### config.mk
export PLATFORM = sky130hd
export DESIGN_NAME = modexp_ctrl
export DESIGN_NICKNAME = d
export VERILOG_FILES = /design/src/rtl/rsa_pkg.sv /design/src/rtl/mod_req.sv /design/src/rtl/modexp_ctrl.sv
export SDC_FILE = /design/constraint.sdc
export NUM_CORES = 1
export LEC_CHECK = 0
export CAP_MARGIN = 20
export CORE_MARGIN = 2
export CORE_UTILIZATION = 44
export CTS_CLUSTER_SIZE = 25
export DETAILED_ROUTE_END_ITERATION = 6
export PLACE_DENSITY_LB_ADDON = 0.05
export SYNTH_ARGS = -nofsm -noshare
export SYNTH_HDL_FRONTEND = slang
export SYNTH_HIERARCHICAL = 1
export SYNTH_SLANG_ARGS = --single-unit
export TNS_END_PERCENT = 50
### constraint.sdc
create_clock -name clk -period 3.44 [get_ports clk]
set_clock_uncertainty 0.1 [all_clocks]
set_input_delay 0.86 -clock clk [delete_from_list [all_inputs] [get_ports clk]]
set_output_delay 0.86 -clock clk [all_outputs]
set_load 0.05 [all_outputs]
### src/rtl/rsa_pkg.sv
// Shared definitions for the RSA datapath blocks.
// Holds the operand widths, the state encoding of the modular
// exponentiation sequencer, and the states of the go/done handshake.
package rsa_pkg;

  // Width of base, exponent, modulus and result.
  localparam int HALFBITS = 4;
  // Width of the reduction operands; holds any product of two HALFBITS values.
  localparam int BITS     = 2 * HALFBITS + 1;

  // Algorithm sequencer states.
  typedef enum logic [2:0] {
    IDLE,
    RED_BASE,
    SQUARE,
    MULT,
    FINISH
  } top_state_e;

  // Reduction handshake states. HS_IDLE is the parked state between runs.
  typedef enum logic [1:0] {
    HS_IDLE,
    HS_REQ,
    HS_WAIT,
    HS_REL
  } hs_state_e;

endpackage

### src/rtl/mod_req.sv
// Initiator side of the go/done modulo-reduction handshake.
// The parent raises req with a stable operand; this block registers the
// operand onto mod_y together with mod_go, waits for mod_done, captures the
// truncated remainder, then holds mod_go low for two cycles. ack pulses in the
// first release cycle so the parent can present its next request in time to
// be launched right at the end of the release window.
// Ports:
//   clk, rst_n        clock, async active-low reset
//   req, operand      request from parent and the dividend to reduce
//   ack, rem          one-cycle completion strobe and captured remainder
//   mod_go, mod_y     request level and dividend to the responder
//   mod_r, mod_done   remainder and valid from the responder
module mod_req #(
  parameter int HALFBITS = rsa_pkg::HALFBITS,
  parameter int BITS     = rsa_pkg::BITS
) (
  input  logic                clk,
  input  logic                rst_n,
  input  logic                req,
  input  logic [BITS-1:0]     operand,
  output logic                ack,
  output logic [HALFBITS-1:0] rem,
  output logic                mod_go,
  output logic [BITS-1:0]     mod_y,
  input  logic [BITS-1:0]     mod_r,
  input  logic                mod_done
);
  import rsa_pkg::*;

  hs_state_e           hs_q, hs_d;
  logic                go_q, go_d;
  logic [BITS-1:0]     y_q, y_d;
  logic [HALFBITS-1:0] rem_q, rem_d;
  logic                armed_q, armed_d;
  logic                rel_last_q, rel_last_d;
  logic                unused_rem_hi;

  assign unused_rem_hi = ^mod_r[BITS-1:HALFBITS];

  // go is a flop so reset pulls it low asynchronously, releasing the responder.
  always_ff @(posedge clk or negedge rst_n) begin
    if (!rst_n) begin
      hs_q       <= HS_IDLE;
      go_q       <= 1'b0;
      y_q        <= '0;
      rem_q      <= '0;
      armed_q    <= 1'b0;
      rel_last_q <= 1'b0;
    end else begin
      hs_q       <= hs_d;
      go_q       <= go_d;
      y_q        <= y_d;
      rem_q      <= rem_d;
      armed_q    <= armed_d;
      rel_last_q <= rel_last_d;
    end
  end

  // armed_q masks mod_done on the first WAIT edge so a done left over from
  // the previous transaction is never mistaken for the new one.
  always_comb begin
    hs_d       = hs_q;
    go_d       = go_q;
    y_d        = y_q;
    rem_d      = rem_q;
    armed_d    = armed_q;
    rel_last_d = rel_last_q;
    case (hs_q)
      HS_IDLE: begin
        if (req) hs_d = HS_REQ;
      end
      HS_REQ: begin
        go_d    = 1'b1;
        y_d     = operand;
        armed_d = 1'b0;
        hs_d    = HS_WAIT;
      end
      HS_WAIT: begin
        if (!armed_q) begin
          armed_d = 1'b1;
        end else if (mod_done) begin
          rem_d      = mod_r[HALFBITS-1:0];
          go_d       = 1'b0;
          rel_last_d = 1'b0;
          hs_d       = HS_REL;
        end
      end
      HS_REL: begin
        if (!rel_last_q) begin
          rel_last_d = 1'b1;
        end else if (req) begin
          go_d    = 1'b1;
          y_d     = operand;
          armed_d = 1'b0;
          hs_d    = HS_WAIT;
        end else begin
          hs_d = HS_IDLE;
        end
      end
      default: hs_d = HS_IDLE;
    endcase
  end

  always_comb begin
    ack    = (hs_q == HS_REL) && !rel_last_q;
    mod_go = go_q;
    mod_y  = y_q;
    rem    = rem_q;
  end

endmodule

### src/rtl/modexp_ctrl.sv
// Left-to-right square-and-multiply modular exponentiation controller.
// Sequences base reduction, then per exponent bit a square and an optional
// multiply, each delegated to an external reducer through mod_req.
// Ports:
//   clk, rst_n                 clock, async active-low reset
//   start, base, exp, modulus  one-cycle request and its operands
//   result, busy, done, err    answer (valid with done), status, n=0 flag
//   mod_go, mod_x, mod_y       request, divisor, dividend to the reducer
//   mod_r, mod_done            remainder and valid from the reducer
module modexp_ctrl #(
  parameter int HALFBITS = rsa_pkg::HALFBITS,
  parameter int BITS     = rsa_pkg::BITS
) (
  input  logic                clk,
  input  logic                rst_n,
  input  logic                start,
  input  logic [HALFBITS-1:0] base,
  input  logic [HALFBITS-1:0] exp,
  input  logic [HALFBITS-1:0] modulus,
  output logic [HALFBITS-1:0] result,
  output logic                busy,
  output logic                done,
  output logic                err,
  output logic                mod_go,
  output logic [BITS-1:0]     mod_x,
  output logic [BITS-1:0]     mod_y,
  input  logic [BITS-1:0]     mod_r,
  input  logic                mod_done
);
  import rsa_pkg::*;

  localparam int IW = (HALFBITS > 1) ? $clog2(HALFBITS) : 1;

  top_state_e          state_q, state_d;
  logic [HALFBITS-1:0] base_q, base_d;
  logic [HALFBITS-1:0] exp_q, exp_d;
  logic [HALFBITS-1:0] mod_q, mod_d;
  logic [HALFBITS-1:0] b_q, b_d;
  logic [HALFBITS-1:0] acc_q, acc_d;
  logic [IW-1:0]       idx_q, idx_d;
  logic                err_q, err_d;
  logic [HALFBITS-1:0] result_q, result_d;

  logic                req, ack;
  logic [BITS-1:0]     operand;
  logic [HALFBITS-1:0] rem;
  logic [BITS-1:0]     acc_w, b_w;

  mod_req #(.HALFBITS(HALFBITS), .BITS(BITS)) u_mod_req (
    .clk      (clk),
    .rst_n    (rst_n),
    .req      (req),
    .operand  (operand),
    .ack      (ack),
    .rem      (rem),
    .mod_go   (mod_go),
    .mod_y    (mod_y),
    .mod_r    (mod_r),
    .mod_done (mod_done)
  );

  always_ff @(posedge clk or negedge rst_n) begin
    if (!rst_n) begin
      state_q  <= IDLE;
      base_q   <= '0;
      exp_q    <= '0;
      mod_q    <= '0;
      b_q      <= '0;
      acc_q    <= '0;
      idx_q    <= '0;
      err_q    <= 1'b0;
      result_q <= '0;
    end else begin
      state_q  <= state_d;
      base_q   <= base_d;
      exp_q    <= exp_d;
      mod_q    <= mod_d;
      b_q      <= b_d;
      acc_q    <= acc_d;
      idx_q    <= idx_d;
      err_q    <= err_d;
      result_q <= result_d;
    end
  end

  // Every bit is processed, leading zeros included, so exp=0 yields 1 mod n
  // and n=1 collapses to 0 without any special casing.
  always_comb begin
    state_d  = state_q;
    base_d   = base_q;
    exp_d    = exp_q;
    mod_d    = mod_q;
    b_d      = b_q;
    acc_d    = acc_q;
    idx_d    = idx_q;
    err_d    = err_q;
    result_d = result_q;
    case (state_q)
      IDLE: begin
        if (start) begin
          base_d = base;
          exp_d  = exp;
          mod_d  = modulus;
          acc_d  = HALFBITS'(1);
          idx_d  = IW'(HALFBITS - 1);
          if (modulus == '0) begin
            err_d    = 1'b1;
            result_d = '0;
            state_d  = FINISH;
          end else begin
            err_d   = 1'b0;
            state_d = RED_BASE;
          end
        end
      end
      RED_BASE: begin
        if (ack) begin
          b_d     = rem;
          state_d = SQUARE;
        end
      end
      SQUARE: begin
        if (ack) begin
          acc_d = rem;
          if (exp_q[idx_q]) begin
            state_d = MULT;
          end else if (idx_q == '0) begin
            result_d = rem;
            state_d  = FINISH;
          end else begin
            idx_d = idx_q - 1'b1;
          end
        end
      end
      MULT: begin
        if (ack) begin
          acc_d = rem;
          if (idx_q == '0) begin
            result_d = rem;
            state_d  = FINISH;
          end else begin
            idx_d   = idx_q - 1'b1;
            state_d = SQUARE;
          end
        end
      end
      FINISH: begin
        err_d   = 1'b0;
        state_d = IDLE;
      end
      default: state_d = IDLE;
    endcase
  end

  // busy stays high through the done cycle, so a start coinciding with done
  // is never accepted.
  always_comb begin
    acc_w   = BITS'(acc_q);
    b_w     = BITS'(b_q);
    req     = (state_q == RED_BASE) || (state_q == SQUARE) || (state_q == MULT);
    operand = '0;
    case (state_q)
      RED_BASE: operand = BITS'(base_q);
      SQUARE:   operand = acc_w * acc_w;
      MULT:     operand = acc_w * b_w;
      default:  operand = '0;
    endcase
    busy   = (state_q != IDLE);
    done   = (state_q == FINISH);
    err    = (state_q == FINISH) && err_q;
    result = result_q;
    mod_x  = BITS'(mod_q);
  end

endmodule

# Word-level counts from Yosys, hierarchy flattened
# Cells that the tools add are included.
dict set report word_totals {
  register_bits 48
  inputBits 25
  out_inout_bits 26
  elab_cells 118
}
dict set report classes {
  n_addsub 1
  multipliers 2
  magnitude_cmp 1
  n_eq_ne 20
  mux 49
  n_reduce_logical 30
}
# operator n
set ops {}
lappend ops {{4-bit 2-to-1 mux} 8}
lappend ops {{3-bit 2-to-1 mux} 8}
lappend ops {{8-bit one-hot mux with 3 select lines} 1}
lappend ops {{2-bit 2-to-1 mux} 10}
lappend ops {{9-bit 2-to-1 mux} 2}
lappend ops {{2-bit inequality test (second input constant)} 9}
lappend ops {{9-bit one-hot mux with 2 select lines} 1}
lappend ops {{4-bit by 4-bit multiplier with 8-bit output} 2}
lappend ops {{3-bit AND reduction} 5}
lappend ops {{5-bit AND reduction} 3}
lappend ops {{3-bit one-hot mux with 4 select lines} 1}
lappend ops {{4-bit one-hot mux with 3 select lines} 1}
lappend ops {{1-bit 2-to-1 mux} 9}
lappend ops {{3-bit nonzero test} 3}
lappend ops {{2-bit one-hot mux with 4 select lines} 1}
lappend ops {{4-bit one-hot mux with 2 select lines} 1}
lappend ops {{2-bit nonzero test} 4}
lappend ops {{3-bit by 2-bit == test with 1-bit output (second input constant)} 2}
lappend ops {{2-bit by 1-bit inequality test with 1-bit output (second input constant)} 3}
lappend ops {{1-bit one-hot mux with 3 select lines} 2}
lappend ops {{2-bit one-hot mux with 3 select lines} 1}
lappend ops {{2-bit AND reduction} 3}
lappend ops {{6-bit AND reduction} 1}
lappend ops {{2-bit == test (second input constant)} 2}
lappend ops {{16 further kinds} 20}

# Depth between registers and ports, before layout
# Gate-level depths: netlist (run 1).
dict set report depth {
  depth_word 6
  ltp_mapped 12
  mapped_depth_nobuf 11
}

# Hierarchy
# Netlist (run 1), hierarchy kept.
# module instances cells_per_inst area_each_um2 seq_area_each_um2
set modules_own_cells {}
lappend modules_own_cells {modexp_ctrl 1 207 2139.6 750.7}
lappend modules_own_cells {mod_req 1 51 747.0 450.4}

# Least setup slack after synthesis (run 1)
# No wires, ideal clock.
dict set report synth_timing {
  path_type {reg-to-reg}
  start {reg acc_q[1]}
  end {reg u_mod_req.y_q[7] (netlist: u_mod_req/mod_y[7])}
  setup_time_ns 0.125
  t_arrival_ns 3.027
  required_ns 3.215
  setup_slack_ns 0.188
  path_stages_with_launch 12
  n_path_buf 1
  synth_period_minus_slack_ns 3.252
  path_cell_list {dfrtp_1 clkbuf_1 nand2_1 fa_1 inv_1 fa_1 ha_1 and3_1 a2111oi_2 xnor2_1 a31o_1 mux2_4}
}
dict set report synth_via {
  elab_chain_cells 5
  elab_cells_between_ends 6
  cone_classes {mul (2); mux (4)}
}
# element line
set synth_lines {}
lappend synth_lines {{start, declared} modexp_ctrl.sv:39} ;# logic [HALFBITS-1:0] acc_q, acc_d;
lappend synth_lines {{start signal, assigned} modexp_ctrl.sv:69} ;# acc_q <= '0;
lappend synth_lines {{start signal, assigned} modexp_ctrl.sv:79} ;# acc_q <= acc_d;
lappend synth_lines {{4-bit by 4-bit multiplier with 8-bit output (on tied branches)} {modexp_ctrl.sv:165, modexp_ctrl.sv:164}}
lappend synth_lines {{8-bit one-hot mux with 3 select lines (*)} modexp_ctrl.sv:162} ;# case (state_q)
lappend synth_lines {{named net operand[7]} modexp_ctrl.sv:45} ;# logic [BITS-1:0] operand;
lappend synth_lines {{9-bit 2-to-1 mux} mod_req.sv:91} ;# end else if (req) begin
lappend synth_lines {{9-bit 2-to-1 mux} mod_req.sv:89} ;# if (!rel_last_q) begin
lappend synth_lines {{9-bit one-hot mux with 2 select lines (*)} mod_req.sv:68} ;# case (hs_q)
lappend synth_lines {{end signal, assigned} mod_req.sv:52} ;# y_q <= y_d;
lappend synth_lines {{end, declared} mod_req.sv:32} ;# logic [BITS-1:0] y_q, y_d;
# The timed path passes the listed nets; every way through them passes the cells marked *. The select of a mux whose other input is x is not followed.
# A chain may end at the register's enable or synchronous reset.

# Worst setup path in the final report (run 1)
dict set report layout_timing {
  start {reg b_q[3]}
  end {reg u_mod_req.y_q[7] (netlist: u_mod_req/mod_y[7])}
}
dict set report layout_via {
  elab_chain_cells 5
}
# element line
set layout_lines {}
lappend layout_lines {{start, declared} modexp_ctrl.sv:38} ;# logic [HALFBITS-1:0] b_q, b_d;
lappend layout_lines {{start signal, assigned} modexp_ctrl.sv:68} ;# b_q <= '0;
lappend layout_lines {{start signal, assigned} modexp_ctrl.sv:78} ;# b_q <= b_d;
lappend layout_lines {{4-bit by 4-bit multiplier with 8-bit output (*)} modexp_ctrl.sv:165} ;# MULT: operand = acc_w * b_w;
lappend layout_lines {{8-bit one-hot mux with 3 select lines (*)} modexp_ctrl.sv:162}
lappend layout_lines {{named net operand[7]} modexp_ctrl.sv:45}
lappend layout_lines {{9-bit 2-to-1 mux} mod_req.sv:91}
lappend layout_lines {{9-bit 2-to-1 mux} mod_req.sv:89}
lappend layout_lines {{9-bit one-hot mux with 2 select lines (*)} mod_req.sv:68}
# Marks and branches as above.

==> flow_metrics.env, run 1 <==
export IMPL_run_status="finished, final reports clean"
export IMPL_synthesized_cell_area_um2=2890
export IMPL_multiInputGateArea_um2=1570
export IMPL_place_congestion=0.741
export IMPL_drv_slew=0
export IMPL_clock_fmax_mhz=309
export IMPL_synthesized_area_per_cell_um2=11.2
export IMPL_yosysWarnings=6
export IMPL_post_synth_top_count_cell="sky130_fd_sc_hd__dfrtp_1"
export IMPL_power_density_nw_per_um2=808
export IMPL_final_setup_viol_count=0
export IMPL_final_cell_area_um2=3460
export IMPL_timing_max_cap_violations=0
export IMPL_clk_pin_slew_ns=0.09
export IMPL_die_h_um=85.0
export IMPL_die_w_um=85.0
export IMPL_cts_resized=0
export IMPL_netlist_cell_type_count=56
export IMPL_timing_critical_path_mode_cell="sky130_fd_sc_hd__fa_1"
export IMPL_grt_setup_unrepaired="no"
export IMPL_first_pass_grt_wire_length_um=10100
export IMPL_synth_enable_flop_cells=0
export IMPL_placed_area_um2=3370
export IMPL_final_seq_area_um2=1200
export IMPL_overflow=0
export IMPL_data_arrival_time_of_the_critical_path_ns=3.33
export IMPL_final_period_minus_worst_setup_slack_ns=3.23
export IMPL_antenna_cells_inserted=0
export IMPL_synth_async_reset_ratio_pct=100
export IMPL_fillerInstances=593
export IMPL_top_fanout_value_on_the_critical_path=5
export IMPL_clkLatencyLatePin_ns=0.30
export IMPL_io_buffers=40
export IMPL_cts_path_max_buffers=2
export IMPL_synth_top_cells_by_count="sky130_fd_sc_hd__dfrtp_1, sky130_fd_sc_hd__and2_1, sky130_fd_sc_hd__nand2_1"
export IMPL_post_synth_top_area_cell="sky130_fd_sc_hd__dfrtp_1"
export IMPL_route_final_wire_length_um=5750
export IMPL_ys_ff_latch=48
export IMPL_clockRootBuffer="sky130_fd_sc_hd__clkbuf_8"
export IMPL_antenna_found_initial=0
export IMPL_worst_setup_path_type="reg -> reg"
export IMPL_cts_tree="built"
export IMPL_cts_num_sinks=48
export IMPL_route_detailed_drc=0
export IMPL_total_power_w=0.00280
export IMPL_detail_route_iter0_violations=75
export IMPL_first_pass_iters=4
export IMPL_crit_path_end_kind="flip-flop"
export IMPL_yosys_area_top_type_share_pct=41.6
export IMPL_drt_antenna_violating_nets=0
export IMPL_layout_drive_gt1_share_pct=18.4
export IMPL_final_setup_tns_ns=0
export IMPL_via_count_of_the_first_global_routing_pass=2046
export IMPL_io_pin_count=51
export IMPL_synth_top_flop_cell="sky130_fd_sc_hd__dfrtp_1"
export IMPL_grtUsageTotal_pct=17.5
export IMPL_cts_max_level=2
export IMPL_floorplan_initialDensity_pct=45.5
export IMPL_vias=1984
export IMPL_post_cts_repair_setup_buffers=0
export IMPL_num_nets_final=349
export IMPL_cell_count_after_synthesis=258
export IMPL_final_hold_violation_count=0
export IMPL_placementRows=29
export IMPL_min_period_over_period_pct=94.0
export IMPL_hpwlAfterDp_um=4360
export IMPL_die_area_um2=7220
export IMPL_p_leak_nw=1.62
export IMPL_hold_path_class="reg -> reg"
export IMPL_wl_per_cell_um=15.0
export IMPL_cp_slowest_cell="sky130_fd_sc_hd__fa_1"
export IMPL_cp_buffers_inverters=1
export IMPL_synth_seq_area_share_pct=41.6
export IMPL_number_of_buffers_added_by_the_clock_tree_synthesis_step=5
export IMPL_critical_path_top_delay_family="adder cells"
export IMPL_timing_critical_path_cells="nand2_1 > fa_1 > inv_1 > fa_1 > ha_1 > a21o_1 > a2111oi_2 > xnor2_1 > a31o_1 > mux2_4"
export IMPL_tightest_slew_ns=0.619
export IMPL_pre_cts_slack_ns=0.170
export IMPL_area_delta_synth_final_pct=20.0
export IMPL_avgViaCountPerCell=5.19
export IMPL_core_area_um2=6350
export IMPL_timing_slew_headroom_pct=58.7
export IMPL_grt_max_degree=27
export IMPL_cp_data_required_time_ns=3.53
export IMPL_max_stage_delay_ns=0.53
export IMPL_ctsHoldBuffers=0
export IMPL_power_ir_vdd_worst_uv=449
export IMPL_critical_path_startpoint_type="flip-flop"
export IMPL_post_synth_main_area_contributors="sky130_fd_sc_hd__dfrtp_1, sky130_fd_sc_hd__ha_1, sky130_fd_sc_hd__mux2_2"
export IMPL_layout_setup_ws_ns=0.207
## cells in the final DEF, fill, tap and decap left out, types with 7 or more instances in the layout
cell                              Yosys  routed
sky130_fd_sc_hd__a21oi_1              7       7
sky130_fd_sc_hd__and2_1              20      20
sky130_fd_sc_hd__buf_4                5       9
sky130_fd_sc_hd__clkdlybuf4s50_1      0      39
sky130_fd_sc_hd__dfrtp_1             48      48
sky130_fd_sc_hd__ha_1                16      16
sky130_fd_sc_hd__inv_1                9       9
sky130_fd_sc_hd__mux2_2              17      17
sky130_fd_sc_hd__mux2_4               9       9
sky130_fd_sc_hd__nand2_1             20      20
sky130_fd_sc_hd__nor2_1              12      12
## stage by stage
stage               hold slack [ns]  utilization [%]  std cells
floorplan                     0.354                -        263
global placement              0.368             53.0        374
detailed placement            0.374             53.0        374
CTS                           0.400             54.6        382
global route                  0.421             54.6        382
finish                        0.396             54.6        382
## cell families (layout without fill, tap and decap cells)
kind of cell | count (synthesis) | after routing | share of synthesized area (%)
and+or+nand+nor | 90 | 90 | 18.3
DFF | 48 | 48 | 41.6
muxes | 37 | 37 | 16.2
AOI/OAI and AO/OA | 34 | 34 | 8.32
buffers and inverters | 24 | 66 | 4.51
adders and majority gates | 20 | 20 | 9.71
xor gates and xnor gates | 4 | 4 | 1.21
other | 1 | 6 | 0.130
## worst reg2reg max path: cells and delay by family, from the launching register on
family	cells	cell delay, ns
mux	1	0.26
flops	1	0.41
buf+inv	1	0.06
fa+ha+maj	3	1.34
xor+xnor	1	0.12
simple gates	1	0.09
compound gates	3	0.75
## metal layers
| layer | vias to the layer above | global-route usage [%] | part of all wire, % |
|---|---|---|---|
| met4 | 0 | 6.49 | 2.2 |
| met2 | 32 | 27.1 | 47 |
| li1 | 986 | - | - |
| met3 | 9 | 3.31 | 3.1 |
| met5 | - | 0 | 0 |
| met1 | 957 | 24.4 | 48 |
## where the power goes
part	leakage [nW]	internal, W	switching [W]
clock	0.0516	0.000165	0.000196
sequential	0.588	0.000787	0.000199
combinational	0.976	0.000658	0.000796
total	1.62	0.00161	0.00119
## registers in the layout (all words and copies together) (netlist names), 3 cells and up
| signal | count |
|---|---|
| acc_q | 4 |
| b_q | 4 |
| base_q | 4 |
| exp_q | 4 |
| mod_q | 4 |
| result | 4 |
| state_q | 3 |
| u_mod_req/mod_y | 9 |
| u_mod_req/rem | 4 |
## final timing paths
| check | endpoint | startpoint | slack [ns] | cells after the start |
|---|---|---|---|---|
| hold reg to reg | base_q[2]$_DFFE_PN0P_ | base_q[2]$_DFFE_PN0P_ | 0.40 | 1 |
| min in group asynchronous | acc_q[0]$_DFFE_PN0P_ | rst_n | 0.43 | 2 |
| max in group asynchronous | b_q[3]$_DFFE_PN0P_ | rst_n | 2.54 | 2 |
| hold / removal | base_q[2]$_DFFE_PN0P_ | base_q[2]$_DFFE_PN0P_ | 0.40 | 1 |
| setup reg to reg | u_mod_req/mod_y[7]$_DFFE_PN0P_ | b_q[3]$_DFFE_PN0P_ | 0.21 | 10 |
| setup / recovery | u_mod_req/mod_y[7]$_DFFE_PN0P_ | b_q[3]$_DFFE_PN0P_ | 0.21 | 10 |
## final cells by class
cell class,instances,area share [%]
well taps,77,2.78
clock inverters,2,0.397
multi-input cells,191,45.4
clock buffers,6,2.38
flip-flops and latches,48,34.7
repair buffers,49,13.4
inverters,9,0.975
Power figures use the tool's default switching activity.
==> run 2, diff against run 1 <==
Settings changed: CORE_UTILIZATION 44 to 30, REMOVE_ABC_BUFFERS set to 1.
==> run 2 against run 1 <==
  * Via count is 2.0% higher
  * Largest power group unchanged
  * Setup slack improved by 0.030 ns
  * Critical path type unchanged
  * Highest routed layer unchanged
  * Core utilization is 16 points lower
  * Largest cell class unchanged
  * Fmax up 0.93%
  * Hold slack better by 0.0029 ns
  * First-iteration DRC count decreased by 29%
==> flow_metrics.env, run 2 (synthesis gave the netlist of run 1 again) <==
export IMPL_cts_resized=0
export IMPL_cts_tree="built"
export IMPL_avgViaCountPerCell=4.64
export IMPL_layout_drive_gt1_share_pct=18.9
export IMPL_num_nets_final=351
export IMPL_number_of_buffers_added_by_the_clock_tree_synthesis_step=5
export IMPL_final_setup_tns_ns=0
export IMPL_detail_route_iter0_violations=53
export IMPL_post_cts_repair_setup_buffers=0
export IMPL_cts_max_level=2
export IMPL_antenna_found_initial=0
export IMPL_io_buffers=40
export IMPL_placed_area_um2=3450
export IMPL_power_density_nw_per_um2=828
export IMPL_max_stage_delay_ns=0.53
export IMPL_drt_antenna_violating_nets=0
export IMPL_hold_path_class="reg -> reg"
export IMPL_timing_critical_path_mode_cell="sky130_fd_sc_hd__fa_1"
export IMPL_timing_slew_headroom_pct=55.6
export IMPL_timing_max_cap_violations=0
export IMPL_final_cell_area_um2=3590
export IMPL_area_delta_synth_final_pct=24.2
export IMPL_io_pin_count=51
export IMPL_route_final_wire_length_um=6210
export IMPL_die_h_um=102
export IMPL_cts_num_sinks=48
export IMPL_wl_per_cell_um=14.2
export IMPL_final_setup_viol_count=0
export IMPL_top_fanout_value_on_the_critical_path=5
export IMPL_mostFrequentLayoutCell="sky130_fd_sc_hd__dfrtp_1"
export IMPL_data_arrival_time_of_the_critical_path_ns=3.31
export IMPL_ctsHoldBuffers=0
export IMPL_cp_num_cells=10
export IMPL_clkLatencyLatePin_ns=0.31
export IMPL_antenna_cells_inserted=0
export IMPL_final_hold_violation_count=0
export IMPL_grt_setup_unrepaired="no"
export IMPL_grtUsageTotal_pct=13.1
export IMPL_critical_path_top_delay_family="adder cells"
export IMPL_die_w_um=102
export IMPL_mostFrequentLayoutCells="sky130_fd_sc_hd__dfrtp_1, sky130_fd_sc_hd__clkdlybuf4s50_1, sky130_fd_sc_hd__and2_1, sky130_fd_sc_hd__nand2_1, sky130_fd_sc_hd__mux2_2"
export IMPL_first_pass_grt_wire_length_um=10600
export IMPL_largest_register_ffs=9
export IMPL_final_seq_area_um2=1200
export IMPL_floorplan_initialDensity_pct=31.1
export IMPL_clk_pin_slew_ns=0.10
export IMPL_cp_data_required_time_ns=3.55
export IMPL_power_ir_vdd_worst_uv=287
export IMPL_drv_slew=0
export IMPL_clockRootBuffer="sky130_fd_sc_hd__clkbuf_8"
export IMPL_worst_setup_path_type="reg -> reg"
export IMPL_die_area_um2=10400
export IMPL_critical_path_startpoint_type="flip-flop"
export IMPL_fillerInstances=970
export IMPL_grt_max_degree=29
export IMPL_cp_buffers_inverters=1
export IMPL_run_status="finished, final reports clean"
export IMPL_place_congestion=0.711
export IMPL_cts_path_max_buffers=2
export IMPL_cp_slowest_cell="sky130_fd_sc_hd__fa_1"
export IMPL_overflow=0
export IMPL_core_area_um2=9280
export IMPL_worst_r2r_cell_count=10
export IMPL_p_leak_nw=1.64
export IMPL_timing_critical_path_cells="nand2_1 > fa_1 > inv_1 > fa_1 > ha_1 > a21o_1 > a2111oi_2 > xnor2_1 > a31o_1 > mux2_4"
export IMPL_route_detailed_drc=0
export IMPL_tightest_slew_ns=0.666
export IMPL_vias=2023
export IMPL_placementRows=35
export IMPL_via_count_of_the_first_global_routing_pass=2157
export IMPL_hpwlAfterDp_um=4700
export IMPL_first_pass_iters=4
export IMPL_clock_fmax_mhz=312
export IMPL_final_period_minus_worst_setup_slack_ns=3.20
export IMPL_min_period_over_period_pct=93.1
export IMPL_multiInputGateArea_um2=1570
export IMPL_holdPathStages=1
export IMPL_crit_path_end_kind="flip-flop"
run 2: cell count changes in the layout (fill, tap and decap cells not counted), sizes merged:
| cell | previous run | this run |
|---|---|---|
| buf | 10 | 12 |
| bufinv | 0 | 2 |
| clkbuf | 6 | 5 |
| clkinv | 1 | 0 |
run 2: power by group:
group | total, W | leakage (nW) | switching [W] | internal (W)
registers | 0.000960 | 0.588 | 0.000172 | 0.000787
clock network | 0.000510 | 0.0687 | 0.000217 | 0.000293
logic | 0.00150 | 0.987 | 0.000830 | 0.000669
total | 0.00297 | 1.64 | 0.00122 | 0.00175
run 2: final timing paths:
check	startpoint	end	slack, ns
max in group asynchronous	rst_n	acc_q[1]$_DFFE_PN0P_	2.14
hold reg to reg	base_q[2]$_DFFE_PN0P_	base_q[2]$_DFFE_PN0P_	0.40
setup / recovery	b_q[3]$_DFFE_PN0P_	u_mod_req/mod_y[7]$_DFFE_PN0P_	0.24
hold / removal	base_q[2]$_DFFE_PN0P_	base_q[2]$_DFFE_PN0P_	0.40
min in group asynchronous	rst_n	u_mod_req/mod_y[2]$_DFFE_PN0P_	0.47
setup reg to reg	b_q[3]$_DFFE_PN0P_	u_mod_req/mod_y[7]$_DFFE_PN0P_	0.24
run 2: worst register-to-register path, cell delays in order (launching register included):
cell and delay (ns):
sky130_fd_sc_hd__dfrtp_1 0.41, sky130_fd_sc_hd__nand2_1 0.10, sky130_fd_sc_hd__fa_1 0.53, sky130_fd_sc_hd__inv_1 0.05
sky130_fd_sc_hd__fa_1 0.49, sky130_fd_sc_hd__ha_1 0.31, sky130_fd_sc_hd__a21o_1 0.19, sky130_fd_sc_hd__a2111oi_2 0.32
sky130_fd_sc_hd__xnor2_1 0.12, sky130_fd_sc_hd__a31o_1 0.23, sky130_fd_sc_hd__mux2_4 0.26
run 2: per-stage QoR:
| stage | std cells | hold WS (ns) | setup slack, ns | total power [W] | utilization (%) |
|---|---|---|---|---|---|
| floorplan | 248 | 0.354 | 0.288 | 0.00201 | - |
| finish | 436 | 0.399 | 0.237 | 0.00297 | 38.6 |
| global route | 436 | 0.409 | 0.00392 | 0.00320 | 38.6 |
| CTS | 436 | 0.406 | 0.191 | 0.00302 | 38.6 |
| detailed placement | 428 | 0.381 | 0.203 | 0.00250 | 37.1 |
| global placement | 428 | 0.373 | 0.211 | 0.00250 | 37.1 |
run 2: metal layers:
layer | GRT usage, % | vias up | wire (um)
met2 | 22.5 | 24 | 3110
met3 | 2.87 | 5 | 145
met1 | 16.9 | 1002 | 2900
met5 | 0 | - | 0
met4 | 2.77 | 0 | 51
li1 | - | 992 | -
run 2: area by class of cell:
cell class / instances / area share (%)
multi-input cells: 191 / 43.9
clock inverters: 3 / 1.92
clock buffers: 5 / 1.92
flip-flops and latches: 48 / 33.5
repair buffers: 51 / 13.3
well taps: 129 / 4.50
inverters: 9 / 0.942
==> run 3, diff against run 2 <==
Settings changed: CORE_ASPECT_RATIO set to 1.25.
==> run 3 against run 2 <==
  * Design area up 0.14%
  * Via count down 0.84%
  * Fmax down 1.4%
  * Register-to-register slack worse by 0.05 ns
  * Die area about the same
  * Final cell count down 0.92%
  * Sequential share of layout area about the same
  * Combinational power about the same
  * Setup slack worse by 0.045 ns
==> flow_metrics.env, run 3 (synthesis gave the netlist of run 1 again) <==
export IMPL_io_buffers=40
export IMPL_avgViaCountPerCell=4.64
export IMPL_drt_antenna_violating_nets=0
export IMPL_timing_slew_headroom_pct=57.4
export IMPL_die_h_um=114
export IMPL_layout_drive_gt1_share_pct=18.3
export IMPL_ctsHoldBuffers=0
export IMPL_grt_max_degree=24
export IMPL_mostFrequentLayoutCells="sky130_fd_sc_hd__dfrtp_1, sky130_fd_sc_hd__clkdlybuf4s50_1, sky130_fd_sc_hd__and2_1, sky130_fd_sc_hd__nand2_1, sky130_fd_sc_hd__mux2_2"
export IMPL_route_final_wire_length_um=6450
export IMPL_final_cell_area_um2=3590
export IMPL_clock_fmax_mhz=308
export IMPL_cts_resized=0
export IMPL_cts_num_sinks=48
export IMPL_final_setup_tns_ns=0
export IMPL_grt_setup_unrepaired="no"
export IMPL_total_power_w=0.00294
export IMPL_placementRows=40
export IMPL_core_area_um2=9510
export IMPL_first_pass_iters=4
export IMPL_tightest_slew_ns=0.639
export IMPL_antenna_found_initial=0
export IMPL_cp_data_required_time_ns=3.51
export IMPL_final_setup_viol_count=0
export IMPL_mostFrequentLayoutCell="sky130_fd_sc_hd__dfrtp_1"
export IMPL_hpwlAfterDp_um=4910
export IMPL_die_area_um2=10400
export IMPL_worst_hold_slack_ns=0.382
export IMPL_via_count_of_the_first_global_routing_pass=2230
export IMPL_detail_route_iter0_violations=51
export IMPL_power_density_nw_per_um2=820
export IMPL_largest_register_ffs=9
export IMPL_run_status="finished, final reports clean"
export IMPL_clkLatencyLatePin_ns=0.29
export IMPL_die_w_um=91.7
export IMPL_min_period_over_period_pct=94.4
export IMPL_timing_max_cap_violations=0
export IMPL_number_of_buffers_added_by_the_clock_tree_synthesis_step=5
export IMPL_cts_tree="built"
export IMPL_layout_setup_ws_ns=0.192
export IMPL_antenna_cells_inserted=0
export IMPL_placed_area_um2=3440
export IMPL_wl_per_cell_um=14.9
export IMPL_grtUsageTotal_pct=13.6
export IMPL_final_period_minus_worst_setup_slack_ns=3.25
export IMPL_top_fanout_value_on_the_critical_path=5
export IMPL_hold_path_class="reg -> reg"
export IMPL_cts_max_level=2
export IMPL_power_ir_vdd_worst_uv=304
export IMPL_data_arrival_time_of_the_critical_path_ns=3.32
export IMPL_floorplan_initialDensity_pct=30.4
export IMPL_critical_path_startpoint_type="flip-flop"
export IMPL_clk_pin_slew_ns=0.06
export IMPL_worst_setup_path_type="reg -> reg"
export IMPL_overflow=0
export IMPL_area_delta_synth_final_pct=24.4
export IMPL_route_detailed_drc=0
export IMPL_p_leak_nw=1.64
export IMPL_post_cts_repair_setup_buffers=0
export IMPL_final_hold_violation_count=0
export IMPL_num_nets_final=351
export IMPL_pre_cts_slack_ns=0.150
export IMPL_io_pin_count=51
export IMPL_place_congestion=0.710
export IMPL_first_pass_grt_wire_length_um=11100
export IMPL_clockRootBuffer="sky130_fd_sc_hd__clkbuf_16"
export IMPL_vias=2006
export IMPL_crit_path_end_kind="flip-flop"
export IMPL_drv_slew=0
export IMPL_cts_path_max_buffers=2
[run 3: cell count changes in the layout (fill, tap and decap cells not counted), sizes merged]
cell,previous run,this run
clkinv,0,1
inv,10,9
clkbuf,5,6
bufinv,2,0
[run 3: path summary, 6_finish.rpt]
check	depth (start not counted)	slack, ns	startpoint	endpoint
hold reg to reg	2	0.38	u_mod_req/mod_go$_DFFE_PN0P_	u_mod_req/mod_go$_DFFE_PN0P_
min in group asynchronous	1	0.44	rst_n	u_mod_req/mod_y[6]$_DFFE_PN0P_
max in group asynchronous	2	2.14	rst_n	acc_q[1]$_DFFE_PN0P_
setup reg to reg	10	0.19	b_q[3]$_DFFE_PN0P_	u_mod_req/mod_y[7]$_DFFE_PN0P_
hold / removal	2	0.38	u_mod_req/mod_go$_DFFE_PN0P_	u_mod_req/mod_go$_DFFE_PN0P_
setup / recovery	10	0.19	b_q[3]$_DFFE_PN0P_	u_mod_req/mod_y[7]$_DFFE_PN0P_
[run 3: worst max-delay path, cell delays in order, from the launching register on]
cell and delay (ns):
sky130_fd_sc_hd__dfrtp_1 0.41, sky130_fd_sc_hd__nand2_1 0.10, sky130_fd_sc_hd__fa_1 0.53, sky130_fd_sc_hd__inv_1 0.05, sky130_fd_sc_hd__fa_1 0.49, sky130_fd_sc_hd__ha_1 0.30
sky130_fd_sc_hd__a21o_1 0.21, sky130_fd_sc_hd__a2111oi_4 0.31, sky130_fd_sc_hd__xnor2_1 0.14, sky130_fd_sc_hd__a31o_1 0.24, sky130_fd_sc_hd__mux2_4 0.26
[run 3: routing by layer]
layer  vias to the layer above  routed length (um)  GRT usage (%)
li1                        989                   -              -
met1                       986                2800           16.4
met2                        25                3410           24.3
met3                         6                 148           2.71
met4                         0                  92           4.68
met5                         -                   0              0
[run 3: stage by stage]
stage | cells | util, %
floorplan | 248 | -
CTS | 432 | 37.6
global route | 432 | 37.8
detailed placement | 425 | 36.2
global placement | 425 | 36.2
finish | 432 | 37.8
[run 3: power breakdown]
group	switching, W	internal [W]	total (W)	leakage [nW]
clock	0.000207	0.000265	0.000471	0.0667
sequential	0.000175	0.000789	0.000965	0.588
combinational	0.000839	0.000670	0.00151	0.990
total	0.00122	0.00172	0.00294	1.64
[run 3: final cells by class]
type	instances	area, um^2
Fill cell	972	5920
Tap cell	126	158
Inverter	9	33.8
Clock buffer	6	129
Sequential cell	48	1200
Timing Repair Buffer	51	478
Multi-Input combinational cell	191	1590
Clock inverter	1	5.00
